==> src/rtl/eb_downsize_if.sv <==
// Word-to-beat downsizer bus: upstream word handshake (t_0_*) and downstream beat handshake (i_0_*).
interface eb_downsize_if #(
    parameter int WIDTH = 32,
    parameter int RATIO = 4
);
    localparam int OW = WIDTH / RATIO;

    logic             t_0_req;
    logic             t_0_ack;
    logic [WIDTH-1:0] t_0_data;
    logic             i_0_req;
    logic             i_0_ack;
    logic [OW-1:0]    i_0_data;
    logic             i_0_last;

    modport slave (
        input  t_0_req, t_0_data, i_0_ack,
        output t_0_ack, i_0_req, i_0_data, i_0_last
    );

    modport master (
        output t_0_req, t_0_data, i_0_ack,
        input  t_0_ack, i_0_req, i_0_data, i_0_last
    );
endinterface

==> src/rtl/eb_downsize.sv <==
// Splits each WIDTH-bit word into RATIO beats of WIDTH/RATIO bits, LSB slice first.
// Define EB_DOWNSIZE_OVERLAP_EN to accept the next word on the last-beat cycle (no bubble).
module eb_downsize #(
    parameter int WIDTH = 32,
    parameter int RATIO = 4,
    parameter int CNTW  = 2
) (
    input logic         clk,
    input logic         reset_n,
    eb_downsize_if.slave bus
);
    localparam int OW = WIDTH / RATIO;

    logic [WIDTH-1:0]          data_q, data_d;
    logic [CNTW-1:0]           cnt_q, cnt_d;
    logic                      full_q, full_d;
    logic [RATIO-1:0][OW-1:0]  slices;
    logic                      load, beat, last;

    assign slices = data_q;
    assign last   = full_q && (cnt_q == CNTW'(RATIO - 1));
    assign beat   = full_q && bus.i_0_ack;
    assign load   = bus.t_0_req && bus.t_0_ack;

    always_ff @(posedge clk or negedge reset_n) begin
        if (!reset_n) begin
            data_q <= '0;
            cnt_q  <= '0;
            full_q <= 1'b0;
        end else begin
            data_q <= data_d;
            cnt_q  <= cnt_d;
            full_q <= full_d;
        end
    end

    // A load overrides the last-beat drain so the register never empties when a word is waiting.
    always_comb begin
        data_d = data_q;
        cnt_d  = cnt_q;
        full_d = full_q;
        if (beat) begin
            if (last) begin
                cnt_d  = '0;
                full_d = 1'b0;
            end else begin
                cnt_d = cnt_q + CNTW'(1);
            end
        end
        if (load) begin
            data_d = bus.t_0_data;
            cnt_d  = '0;
            full_d = 1'b1;
        end
    end

    always_comb begin
        bus.i_0_req  = full_q;
        bus.i_0_data = slices[cnt_q];
        bus.i_0_last = last;
`ifdef EB_DOWNSIZE_OVERLAP_EN
        bus.t_0_ack  = !full_q || (last && bus.i_0_ack);
`else
        bus.t_0_ack  = !full_q;
`endif
    end
endmodule

==> src/flat_wrapper.sv <==
// flat-port wrapper written by rule: the top's interface ports become plain ports
module eb_downsize_flat 
#(
    parameter int WIDTH = 32,
    parameter int RATIO = 4,
    parameter int CNTW  = 2
)
  (clk, reset_n, bus_t_0_req, bus_t_0_data, bus_i_0_ack, bus_t_0_ack, bus_i_0_req, bus_i_0_data, bus_i_0_last);
  eb_downsize_if #(.WIDTH(WIDTH), .RATIO(RATIO)) bus_i ();
  input logic clk;
  input logic reset_n;
  input wire logic [$bits(bus_i.t_0_req)-1:0] bus_t_0_req;
  input wire logic [$bits(bus_i.t_0_data)-1:0] bus_t_0_data;
  input wire logic [$bits(bus_i.i_0_ack)-1:0] bus_i_0_ack;
  output wire logic [$bits(bus_i.t_0_ack)-1:0] bus_t_0_ack;
  output wire logic [$bits(bus_i.i_0_req)-1:0] bus_i_0_req;
  output wire logic [$bits(bus_i.i_0_data)-1:0] bus_i_0_data;
  output wire logic [$bits(bus_i.i_0_last)-1:0] bus_i_0_last;
  assign bus_i.t_0_req = bus_t_0_req;
  assign bus_i.t_0_data = bus_t_0_data;
  assign bus_i.i_0_ack = bus_i_0_ack;
  assign bus_t_0_ack = bus_i.t_0_ack;
  assign bus_i_0_req = bus_i.i_0_req;
  assign bus_i_0_data = bus_i.i_0_data;
  assign bus_i_0_last = bus_i.i_0_last;
  eb_downsize #(.WIDTH(WIDTH), .RATIO(RATIO), .CNTW(CNTW)) u_core (.clk(clk), .reset_n(reset_n), .bus(bus_i));
endmodule
==> config.mk <==
export PLATFORM = sky130hd
export DESIGN_NAME = eb_downsize_flat
export DESIGN_NICKNAME = d
export VERILOG_FILES = /design/src/rtl/eb_downsize_if.sv /design/src/rtl/eb_downsize.sv /design/src/flat_wrapper.sv
export SDC_FILE = /design/constraint.sdc
export NUM_CORES = 1
export LEC_CHECK = 0
export BUFFER_PORTS_ARGS = -buffer_cell sky130_fd_sc_hd__buf_2
export CAP_MARGIN = 20
export CORE_MARGIN = 2
export CORE_UTILIZATION = 51
export DETAILED_ROUTE_END_ITERATION = 8
export HOLD_SLACK_MARGIN = 0.1
export PLACE_DENSITY = 0.78
export SYNTH_ARGS = -nofsm -noshare
export SYNTH_HDL_FRONTEND = slang
export SYNTH_SLANG_ARGS = --single-unit
==> constraint.sdc <==
create_clock -name clk -period 2 [get_ports clk]
set_input_delay 0.4 -clock clk [delete_from_list [all_inputs] [get_ports clk]]
set_output_delay 0.4 -clock clk [all_outputs]
set_load 0.05 [all_outputs]
# Word level (Yosys, flattened, before mapping)
# Cells that the tools add are included.
[totals]
wordCells = 21
latch_bits = 0
n_memories = 0
rom_bits = 0
output_inout_bits = 11
ram_bits = 0
inputBits = 36
regBits = 35
[op_classes]
reduce_logical = 7
n_bitwise = 0
n_addsub = 1
order_cmp = 1
n_eq_ne = 1
mul = 0
n_div = 0
n_shift = 0
muxes = 8
[ops]
columns = ["cell", "n"]
rows = [
  ["$bmux W8 S2", 1],
  ["$mux W8", 1],
  ["$mux W2", 3],
  ["$reduce_bool A2 Y1", 2],
  ["$logic_and A1 B1 Y1", 3],
  ["$lt A2 B3 Y1 const B", 1],
  ["$mux W1", 3],
  ["$add A2 B1 Y2 const B", 1],
  ["$eq A2 B2 Y1 const B", 1],
  ["$reduce_and A2 Y1", 1],
  ["$logic_not A1 Y1", 1],
]

# Depth between registers and ports, before layout
[depth]
ltp_word = 5
depth_mapped = 5
depth_no_buf = 3

# Worst setup path after synthesis
# No wires, ideal clock.
[synth_path]
path_kind = "register to output"
from = "reg u_core.cnt_q[0]"
to = "out bus_i_0_data[0]"
slack_ps = 411
t_arrival_ps = 1189
required_ps = 1600
path_buffers = 1
stages_incl_launch_ff = 3
cell_sequence = "dfrtp_1 buf_4 mux4_2"
[synth_between]
elab_chain_cells = 2
[synth_rtl]
columns = ["item", "line_no", "source"]
rows = [
  ["from (decl)", "eb_downsize.sv:15", "logic [CNTW-1:0] cnt_q, cnt_d;"],
  ["from (signal assigned)", "eb_downsize.sv:32", "cnt_q <= cnt_d;"],
  ["$bmux W8 S2", "eb_downsize.sv:59", "bus.i_0_data = slices[cnt_q];"],
  ["$mux W8 (implied by the code)", "eb_downsize.sv:59", ""],
  ["to (decl)", "flat_wrapper.sv:17", "output wire logic [$bits(bus_i.i_0_data)-1:0] bus_i_0_data;"],
]
# No other way between the ends. The select of a mux whose other input is x is not followed.

# Final worst setup path
# Ends and elaborated chain as after synthesis.

==> reports/qor.yml <==
outcome:
  outcome: "complete, no violations"
timing:
  setup_viol: 0
  slew_headroom: 0.495
  rsz0062_at_grt: "true"
  post-route-period-util: 0.984
  slew_viol_final: 0
  fmax_ghz: 0.508
  finalCriticalPeriod_ps: 1970
  finClkSkew_ps: 12.1
  setup_tns_ps: 0
  report.final.hold_viol_count: 0
  worst_pin_slew_ps: 757
yosys:
  synth.distinct_cells: 16
  ys_warn_count: 0
  syn-instance-count: 92
  syn_area_mm2: 0.00171
  synth_seq_cells: 35
  syn_area_per_cell_um2: 18.5
  yosysSeqAreaShare: 0.514
  syn-num-nets: 129
global_routing:
  grt-ovfl-total: 0
  grt_pass1_wl_um: 4370
  antenna_found_initial: 0
  grt_use_total: 0.168
  gr-usage-met1: 0.188
  gr-usage-met3: 0.0497
  grt_pass1_vias: 1024
  busiest_layer: "met2"
  grt_max_degree: 36
  grtUsageMet2: 0.289
clock_tree:
  clk_latency_ps: 340
  cts_tree: "built"
  cts_buffers: 5
  hold_buffers: 0
  htreeDepth: 2
  clk_pin_slew_ps: 110
  clock-sinks: 35
  cts.path.max_buffers: 2
  cts-root-buf: "clkbuf_4"
drt:
  vias_per_cell: 4.99
  first_pass_iters: 3
  drt_iter0_markers: 26
  routed_wl_um: 2890
  wire_per_inst_um: 15.1
  drc: 0
  ant_nets: 0
  vias: 954
worst_setup_path:
  cp_max_fo: 4
  cp.arrival_ps: 1570
  worstReg2RegEnd: "u_core.data_q[14]"
  crit_required_ps: 1600
  r2r_start: "u_core.bus.i_0_req"
  rr_worst_depth: 3
  path_class: "reg -> out"
  reg2reg_slack_ps: 570
  endpoint_kind: "primary output"
  startpoint_type: "flop"
placed_design:
  place.gp.congestion: 0.634
  io_buffers: 46
  dpl.hpwl_um: 2030
finish:
  final_layout_size_suffix_gt1_frac: 0.728
  nNetsFinal: 183
  syn2layout_area_growth_pct: 23.3
  regArea_um2: 878
  multi_input_area_um2: 733
  num-fill-cells: 234
  fin_util: 0.672
  n_antenna_cell: 0
floorplan:
  num_rows: 20
  dieArea_mm2: 0.00382
  io_pins: 47
  start_util: 0.545
  die_y_um: 61.8
  die_w_um: 61.8
  coreArea_mm2: 0.00313
pwr:
  ir_drop_mv: 0.901
  power_density_mw_per_mm2: 1910
  power.leakage_uw: 0.00101
worst_hold_path:
  hp-class: "in -> async"
run:
  maxCapViolations: 0
[cell usage in the layout, fill, tap and decap left out, drive strengths merged]
master  synthesis  layout
mux2i           1       1
a31oi           1       1
a32o            2       2
ha              1       1
clkbuf          0       6
mux2           32      32
and2            1       1
buf             7      54
mux4            8       8
nor2            2       2
dfrtp          35      35
bufinv          0       1
nor2b           1       1
clkinv          0       1
inv             1       1
[logic make-up (layout without fill, tap and decap cells)]
logic type / Yosys count / after routing / share of synthesized area
AOI/OAI and AO/OA: 3 / 3 / 0.0154
buffers and inverters: 8 / 63 / 0.0580
DFF: 35 / 35 / 0.514
muxes: 41 / 41 / 0.389
and+or+nand+nor: 4 / 4 / 0.0169
adders and majority gates: 1 / 1 / 0.00734
[worst max-delay path by stage]
stage                            endpoint  cells past startpoint       startpoint
after floorplan           bus_i_0_data[0]                      2  u_core.cnt_q[0]
after global placement    bus_i_0_data[7]                      3  u_core.cnt_q[0]
after detailed placement  bus_i_0_data[6]                      3  u_core.cnt_q[0]
after CTS                    bus_i_0_last                      4  u_core.cnt_q[0]
after global routing      bus_i_0_data[0]                      3  u_core.cnt_q[0]
final                     bus_i_0_data[0]                      3  u_core.cnt_q[0]
[critical path, cell delays in order (launching register included)]
cell and delay, ps:
dfrtp_2 410, buf_4 130, mux4_2 490, buf_4 200
[registers in the layout, summed over array words and instances, names as in the netlist]
register / count
u_core.cnt_q: 2
u_core.bus.i_0_req: 1
u_core.data_q: 32
[synthesized netlist by cell type]
library cell | count | area (um2)
buf_4 | 1 | 7.51
mux2_4 | 30 | 450
dfrtp_1 | 35 | 876
a31oi_1 | 1 | 6.26
buf_12 | 3 | 60.1
mux4_2 | 8 | 180
mux2i_1 | 1 | 10.0
and2_2 | 1 | 7.51
nor2_1 | 2 | 7.51
buf_6 | 2 | 22.5
a32o_1 | 2 | 20.0
inv_1 | 1 | 3.75
buf_2 | 1 | 5.00
mux2_2 | 2 | 22.5
ha_1 | 1 | 12.5
nor2b_4 | 1 | 13.8
[what timing repair did]
action                                  in CTS  in global routing
endpoints found under the setup margin       8                  9
resized for setup                            5                 18
cloned                                       0                  0
setup buffers                                2                  2
[layer usage]
layer	up-vias	routed length (um)
met5	-	0
met4	0	44
met3	5	131
met2	28	1440
met1	474	1270
li1	447	-
[layout make-up]
cell class                 instances  area share
tap                               44      0.0262
clock inverter                     2      0.0167
clock buffer                       6      0.0244
multi-input combinational         49       0.349
timing repair buffer              54       0.164
inverter                           1     0.00179
sequential                        35       0.418
[power breakdown]
part	internal (uW)	switching [uW]
Sequential	1060	231
Clock	295	224
Combinational	1150	1050
[per-stage QoR]
step	power (uW)	hold WS, ps	setup slack [ps]	instances	cell area, um2
after floorplan	2930	104	411	92	1710
after global placement	3210	488	222	179	1940
after detailed placement	3270	492	225	179	1940
after CTS	3880	144	3.63	189	2050
after global routing	4210	173	-21.3	191	2100
final	4010	127	32.4	191	2100
No activity file was read; power rests on OpenSTA's default activity.
